<file path="config.mk">
export PLATFORM = sky130hd
export DESIGN_NAME = inst_fetch_unit
export DESIGN_NICKNAME = d
export VERILOG_FILES = /design/src/rtl/inst_fetch_unit.sv
export SDC_FILE = /design/constraint.sdc
export NUM_CORES = 1
export LEC_CHECK = 0
export BUFFER_PORTS_ARGS = -buffer_cell sky130_fd_sc_hd__buf_2
export CAP_MARGIN = 10
export CORE_ASPECT_RATIO = 0.8
export CORE_MARGIN = 1.5
export CORE_UTILIZATION = 53
export CTS_BUF_LIST = sky130_fd_sc_hd__clkbuf_8
export CTS_CLUSTER_DIAMETER = 120
export DETAILED_ROUTE_END_ITERATION = 7
export PLACE_DENSITY = 0.79
export SETUP_SLACK_MARGIN = 0.1
export SYNTH_ARGS = -nofsm -noshare
export SYNTH_HDL_FRONTEND = slang
export SYNTH_SLANG_ARGS = --single-unit
</file>
<file path="constraint.sdc">
create_clock -name clk -period 2 [get_ports clk]
set_input_delay 0.2 -clock clk [delete_from_list [all_inputs] [get_ports clk]]
set_output_delay 0.2 -clock clk [all_outputs]
set_load 0.05 [all_outputs]
</file>
<file path="src/rtl/inst_fetch_unit.sv">
// Instruction fetch stage: owns the PC, runs the imem req/ack handshake
// and hands fetched words to decode over a valid/ready pair.
module inst_fetch_unit #(
  parameter logic [15:0] RESET_PC = 16'h3000,
  parameter int unsigned MAX_WAIT = 15
) (
  input  logic        clk,
  input  logic        reset,
  output logic        imem_req,
  output logic [15:0] imem_addr,
  input  logic [15:0] imem_rdata,
  input  logic        imem_ack,
  output logic        inst_valid,
  output logic [15:0] inst,
  output logic [15:0] inst_pc,
  input  logic        dec_ready,
  input  logic        redirect,
  input  logic [15:0] redirect_pc,
  output logic [15:0] currentPC,
  output logic        fetch_err
);

  localparam logic [1:0] FETCH = 2'd0;
  localparam logic [1:0] HOLD  = 2'd1;
  localparam logic [1:0] FLUSH = 2'd2;

  localparam logic [7:0] WAIT_LAST = 8'(MAX_WAIT - 1);

  logic [1:0]  state;
  logic        run;
  logic [15:0] flush_addr;
  logic [7:0]  wait_cnt;
  logic        req_live;
  logic        wait_hit;

  // run keeps the request low for the first cycle after reset release
  assign req_live  = run & (state != HOLD);
  assign imem_req  = req_live;
  assign imem_addr = (state == FLUSH) ? flush_addr : currentPC;
  assign wait_hit  = (wait_cnt == WAIT_LAST);

  always_ff @(posedge clk) begin
    if (!reset) begin
      state      <= FETCH;
      run        <= 1'b0;
      currentPC  <= RESET_PC;
      flush_addr <= 16'h0000;
      inst_valid <= 1'b0;
      inst       <= 16'h0000;
      inst_pc    <= 16'h0000;
      fetch_err  <= 1'b0;
      wait_cnt   <= 8'd0;
    end else begin
      run       <= 1'b1;
      fetch_err <= 1'b0;
      if (redirect) begin
        currentPC  <= redirect_pc;
        inst_valid <= 1'b0;
        wait_cnt   <= 8'd0;
        unique case (state)
          FETCH: begin
            if (req_live && !imem_ack) begin
              state      <= FLUSH;
              flush_addr <= currentPC;
            end else begin
              state <= FETCH;
            end
          end
          HOLD:    state <= FETCH;
          FLUSH:   state <= imem_ack ? FETCH : FLUSH;
          default: state <= FETCH;
        endcase
      end else begin
        unique case (state)
          FETCH: begin
            if (req_live) begin
              if (imem_ack) begin
                inst       <= imem_rdata;
                inst_pc    <= currentPC;
                inst_valid <= 1'b1;
                currentPC  <= currentPC + 16'd1;
                state      <= HOLD;
                wait_cnt   <= 8'd0;
              end else if (wait_hit) begin
                fetch_err <= 1'b1;
                wait_cnt  <= 8'd0;
              end else begin
                wait_cnt <= wait_cnt + 8'd1;
              end
            end
          end
          HOLD: begin
            wait_cnt <= 8'd0;
            if (dec_ready) begin
              inst_valid <= 1'b0;
              state      <= FETCH;
            end
          end
          FLUSH: begin
            // data of the abandoned fetch is dropped on the floor
            if (imem_ack) begin
              state    <= FETCH;
              wait_cnt <= 8'd0;
            end else if (wait_hit) begin
              fetch_err <= 1'b1;
              wait_cnt  <= 8'd0;
            end else begin
              wait_cnt <= wait_cnt + 8'd1;
            end
          end
          default: begin
            state    <= FETCH;
            wait_cnt <= 8'd0;
          end
        endcase
      end
    end
  end

endmodule

</file>
After elaboration in Yosys (flattened, before gate mapping)

Cells that the tools add are included.

Register bits: 77
Input bits: 37

Reductions and logical operators: 13
Eq/ne operators: 11
Add/sub/neg operators: 2
Bitwise logic cells: 3
Mux-type cells: 27

Operators by type and width:

| operator              | count |
|---|---|
| $mux 16               | 5 |
| $mux 8                | 3 |
| $add 16x1->16 const B | 1 |
| $pmux 8 s2            | 1 |
| $mux 2                | 7 |
| $ne 3x3->1 const B    | 4 |
| $reduce_and 4->1      | 3 |
| $add 8x1->8 const B   | 1 |
| $eq 8x4->1 const B    | 1 |
| $reduce_bool 2->1     | 4 |
| $mux 1                | 7 |
| $ne 2x2->1 const B    | 3 |
| $pmux 2 s3            | 1 |
| $reduce_and 3->1      | 2 |
| $pmux 1 s2            | 2 |
| $pmux 2 s2            | 1 |
| $eq 2x1->1 const B    | 1 |
| $eq 2x2->1 const B    | 1 |
| $logic_not 2->1       | 1 |
| $ne 2x1->1 const B    | 1 |
| $not 1->1             | 2 |
| $reduce_or 2->1       | 1 |
| $and 1x1->1           | 1 |
| $logic_and 1x1->1     | 1 |
| $logic_not 1->1       | 1 |

Logic depth before layout (Yosys ltp)

Depth in word-level cells: 6
Gate-level depth with buffers: 7

Worst setup path after synthesis

Ideal clock, no wire load.

Path type: flip-flop to flip-flop
From: register currentPC[1]
To: register currentPC[14]
Setup slack: -0.114 ns
Data arrival time: 2.024 ns
Stages on the path, launching flop included: 6
Required time: 1.909 ns
Path buffers: 0
Setup time: 0.091 ns
Path through: dfxtp_1 > ha_1 > nand2_4 > or3_1 > or3_1 > a311oi_1

Longest elaborated chain between the ends: 5

RTL lines:

| element                | line | source |
|---|---|---|
| start, declared        | 19   | `output logic [15:0] currentPC,` |
| start signal, assigned | 57   | `currentPC <= redirect_pc;` |
| start signal, assigned | 81   | `currentPC <= currentPC + 16'd1;` |
| $add 16x1->16          | 81   |  |
| $mux 16                | 77   | `if (imem_ack) begin` |
| $mux 16                | 76   | `if (req_live) begin` |
| $mux 16                | 74   | `unique case (state)` |
| $mux 16                | 56   | `if (redirect) begin` |

No other way between the ends. The select of a mux whose other input is x is not followed.
A chain may end at the register's enable or synchronous reset.

Worst setup path after layout

From: register state[0]
To: output port imem_addr[10]

Longest elaborated chain between the ends: 2

RTL lines:

| element                | line | source |
|---|---|---|
| start, declared        | 29   | `logic [1:0] state;` |
| start signal, assigned | 70   | `FLUSH: state <= imem_ack ? FETCH : FLUSH;` |
| $eq 2x2->1             | 39   | `assign imem_addr = (state == FLUSH) ? flush_addr : currentPC;` |
| $mux 16                | 39   |  |
| end, declared          | 10   | `output logic [15:0] imem_addr,` |

No other way between the ends.

==> impl_metrics.tcl <==
set metrics [dict create \
    post-route-period-util_pct 93.16 \
    critical_path.endpoint_type "output pin" \
    core_um2 6068 \
    timing.critical_path.required_ns 1.80 \
    syn_to_final_growth_pct 27.16 \
    synthesis.nets 435 \
    power_w 0.003638 \
    cp-start-kind "flop" \
    start_util_pct 56.10 \
    placement_rows 25 \
    cts-buffers-inserted 9 \
    post_synth_fa_ha_maj_area_fraction_pct 1.103 \
    report.final.slew_viol_count 0 \
    slew_hr_pct 61.88 \
    hold_path.class "input pin to flop" \
    fillers 505 \
    clkLatencyLatePin_ns 0.36 \
    number_of_optimization_iterations_in_the_first_detailed_route_pass 5 \
    area.sequential_um2 1548 \
    grt_pass1_wl_mm 13.49 \
    synth.area.top_cells "sky130_fd_sc_hd__dfxtp_1, sky130_fd_sc_hd__nand2_1, sky130_fd_sc_hd__a21oi_1" \
    grt_setup_unrepaired "no" \
    syn_area_per_cell_um2 8.619 \
    crit_slowest_cell "sky130_fd_sc_hd__dfxtp_4" \
    final_nets 544 \
    vdd_ir_drop_max_mv 0.5661 \
    largest_family_of_logic_cells_by_synthesized_area "simple AND/OR/NAND/NOR gates" \
    cell_with_the_most_instances_after_synthesis "sky130_fd_sc_hd__dfxtp_1" \
    timing.hold.ws_ns 0.06981 \
    i_o_pins 104 \
    ratio_of_total_power_to_cell_area_nw_per_um2 840.4 \
    asyncSetResetFlopFracSynth_pct 0 \
    wl_per_cell_um 14.96 \
    multi_input_combinational_cell_area_um2 1699 \
    synth_edf_count 0 \
    synth_top_area_share_pct 45.28 \
    io_buffer_count 103 \
    layout-drive-gt1-share_pct 33.99 \
    antenna_violations_before_repair 0 \
    design.die.area_um2 6916 \
    synth-seq-cells 77 \
    setup.worst_path.class "flop to output pin" \
    grt_max_degree 53 \
    setup_viol 0 \
    synth-simple-area-share_pct 21.21 \
    route.detailed.vias_per_inst 5.403 \
    track_usage_pct 25.30 \
    max_stage_delay_ns 0.41 \
    antenna_diode_instance_count 0 \
    synth_compound_gate_area_share_pct 11.94 \
    drv_cap 0 \
    synthXorXnorAreaFrac_pct 4.373 \
    grt_overflow_total 0 \
    clock_path_buffers 2 \
    numPlacedInstances 571 \
    finalWorstPathRequiredPeriod_ns 1.863 \
    hpwl_mm 6.107 \
    synth_mux_area_share_pct 10.92 \
    via_count 3188 \
    timing_worst_slew_pin_value_ns 0.5680 \
    cts_sinks 77 \
    cts_max_level 3 \
    netlist-cell-type-count 44 \
    synth_area_leader_cell "sky130_fd_sc_hd__dfxtp_1" \
    power_leakage_nw 1.851 \
    crit_path_cell_trace "nand2b_4 -> buf_4 -> mux2_2 -> buf_2" \
    synth_cells 395 \
    achievable-frequency_ghz 0.5367 \
    detail_route.wirelength_mm 8.824 \
    die_w_um 92.61 \
    synth.yosys.seq_area_share_pct 45.28 \
    final-hold-violation-count 0 \
    worst_setup_hold_path_clk_slew_ns 0.08 \
    synthesis.area_um2 3405 \
    cp_data_arrival_time_ns 1.66 \
    path_max_fanout 10 \
    detail_route.drc_violations 0 \
    timing.setup.tns_ns 0 \
    fp.dieH_um 74.69 \
    stdcell_count 590 \
    cts_root_buffer "sky130_fd_sc_hd__clkbuf_8" \
    post_synth_most_frequent_cells "sky130_fd_sc_hd__dfxtp_1, sky130_fd_sc_hd__nand2_1, sky130_fd_sc_hd__a21oi_1" \
    first_iter_violations 224 \
    ctsHoldBuffers 0 \
    finalWeightedCongestion 0.8714 \
    yosys_warnings 0 \
    status "finished clean" \
    drtAntennaViolNets 0 \
    tritoncts "done" \
    yosys_most_used_dff "sky130_fd_sc_hd__dfxtp_1" \
    finClkSkew_ns 0.009424 \
    grt_pass1_vias 2894 \
]
-- layer usage --
metal	track usage, %	routed length (um)	vias to the layer above
met5	0	0	-
met4	8.376	100	0
met3	7.172	680	10
met2	42.40	4115	125
met1	32.02	3927	1486
li1	-	-	1567
-- metrics by stage --
| step | setup WS [ns] | utilization (%) | cell area (um^2) |
|---|---|---|---|
| 6_report | 0.1367 | 71.34 | 4329 |
| 5_1_grt | 0.1021 | 71.34 | 4329 |
| 4_1_cts | 0.1047 | 70.60 | 4284 |
| 3_5_place_dp | 0.2158 | 66.66 | 4045 |
| 3_3_place_gp | 0.3076 | 66.66 | 4045 |
| 2_1_floorplan | 0.01690 | - | 3406 |
-- critical path: cells and delay by family, from the launching register on --
kind / cells / cell delay, ns
buf+inv: 2 / 0.39
simple gates: 1 / 0.16
flops: 1 / 0.41
mux: 1 / 0.34
-- logic make-up (layout without fill, tap and decap cells) --
| family | count (synthesis) | in the layout |
|---|---|---|
| AO/OA/AOI/OAI | 74 | 74 |
| multiplexers | 35 | 35 |
| flip-flops | 77 | 77 |
| buffers and inverters | 36 | 150 |
| adder cells (fa/ha/maj) | 3 | 3 |
| XOR/XNOR | 17 | 17 |
| AND/OR/NAND/NOR | 153 | 153 |
-- cell type report --
cell class	count	area share, %
clock buffer	10	3.179
clock inverter	6	2.139
inverter	7	0.6069
multi-input combinational	282	39.25
sequential	77	35.75
tap	81	2.341
timing repair buffer	127	16.73
-- flip-flops by register name (all words and copies together) (netlist names) --
signal and flops:
flush_addr 16, inst_valid 1, currentPC 16, run 1
inst_pc 16, inst 16, wait_cnt 8, state 2
fetch_err 1
-- final timing paths --
path                       start            end  slack, ns  cells past startpoint
setup reg to reg    currentPC[1]  currentPC[14]       0.19                      5
hold reg to reg         inst[15]       inst[15]       0.45                      2
setup / recovery        state[0]  imem_addr[10]       0.14                      4
hold / removal    imem_rdata[14]       inst[14]       0.07                      3
-- layout by cell type (no fill, tap or decap), types with 2 or more instances in the layout --
cell,Yosys,final
sky130_fd_sc_hd__buf_2,9,103
sky130_fd_sc_hd__dfxtp_1,77,74
sky130_fd_sc_hd__nand2_1,73,73
sky130_fd_sc_hd__a21oi_1,43,43
sky130_fd_sc_hd__nor2_1,33,32
sky130_fd_sc_hd__buf_4,3,21
sky130_fd_sc_hd__mux2i_1,18,18
sky130_fd_sc_hd__mux2_2,17,17
sky130_fd_sc_hd__o21ai_0,17,17
sky130_fd_sc_hd__nand4_1,10,10
sky130_fd_sc_hd__xor2_1,10,10
sky130_fd_sc_hd__clkbuf_8,0,10
sky130_fd_sc_hd__xnor2_1,7,7
sky130_fd_sc_hd__inv_1,6,6
sky130_fd_sc_hd__nand3_1,6,6
sky130_fd_sc_hd__or3_1,5,5
sky130_fd_sc_hd__nor3_1,4,4
sky130_fd_sc_hd__nor4_1,4,4
sky130_fd_sc_hd__a31oi_1,4,4
sky130_fd_sc_hd__and3_1,3,3
sky130_fd_sc_hd__and2_1,2,2
sky130_fd_sc_hd__o311a_1,2,2
sky130_fd_sc_hd__a211oi_1,2,2
sky130_fd_sc_hd__nand2b_1,3,2
sky130_fd_sc_hd__ha_1,3,2
sky130_fd_sc_hd__clkinvlp_4,0,2
sky130_fd_sc_hd__inv_6,0,2
sky130_fd_sc_hd__bufinv_16,0,2
sky130_fd_sc_hd__dfxtp_2,0,2
sky130_fd_sc_hd__buf_12,0,2
-- repair_timing --
action                     CTS  global route
setup endpoints to repair   16            14
gates cloned                 0             1
pin swaps                    0             0
hold endpoints to repair     0             0
resized for setup            4             5
buffers inserted             0             2
-- where the power goes --
part	total [W]	switching, W	internal (W)
clock network	0.00134	0.000598	0.000745
registers	0.00164	0.0000566	0.00159
logic	0.000652	0.000454	0.000198
No activity file was read; power rests on OpenSTA's default activity.
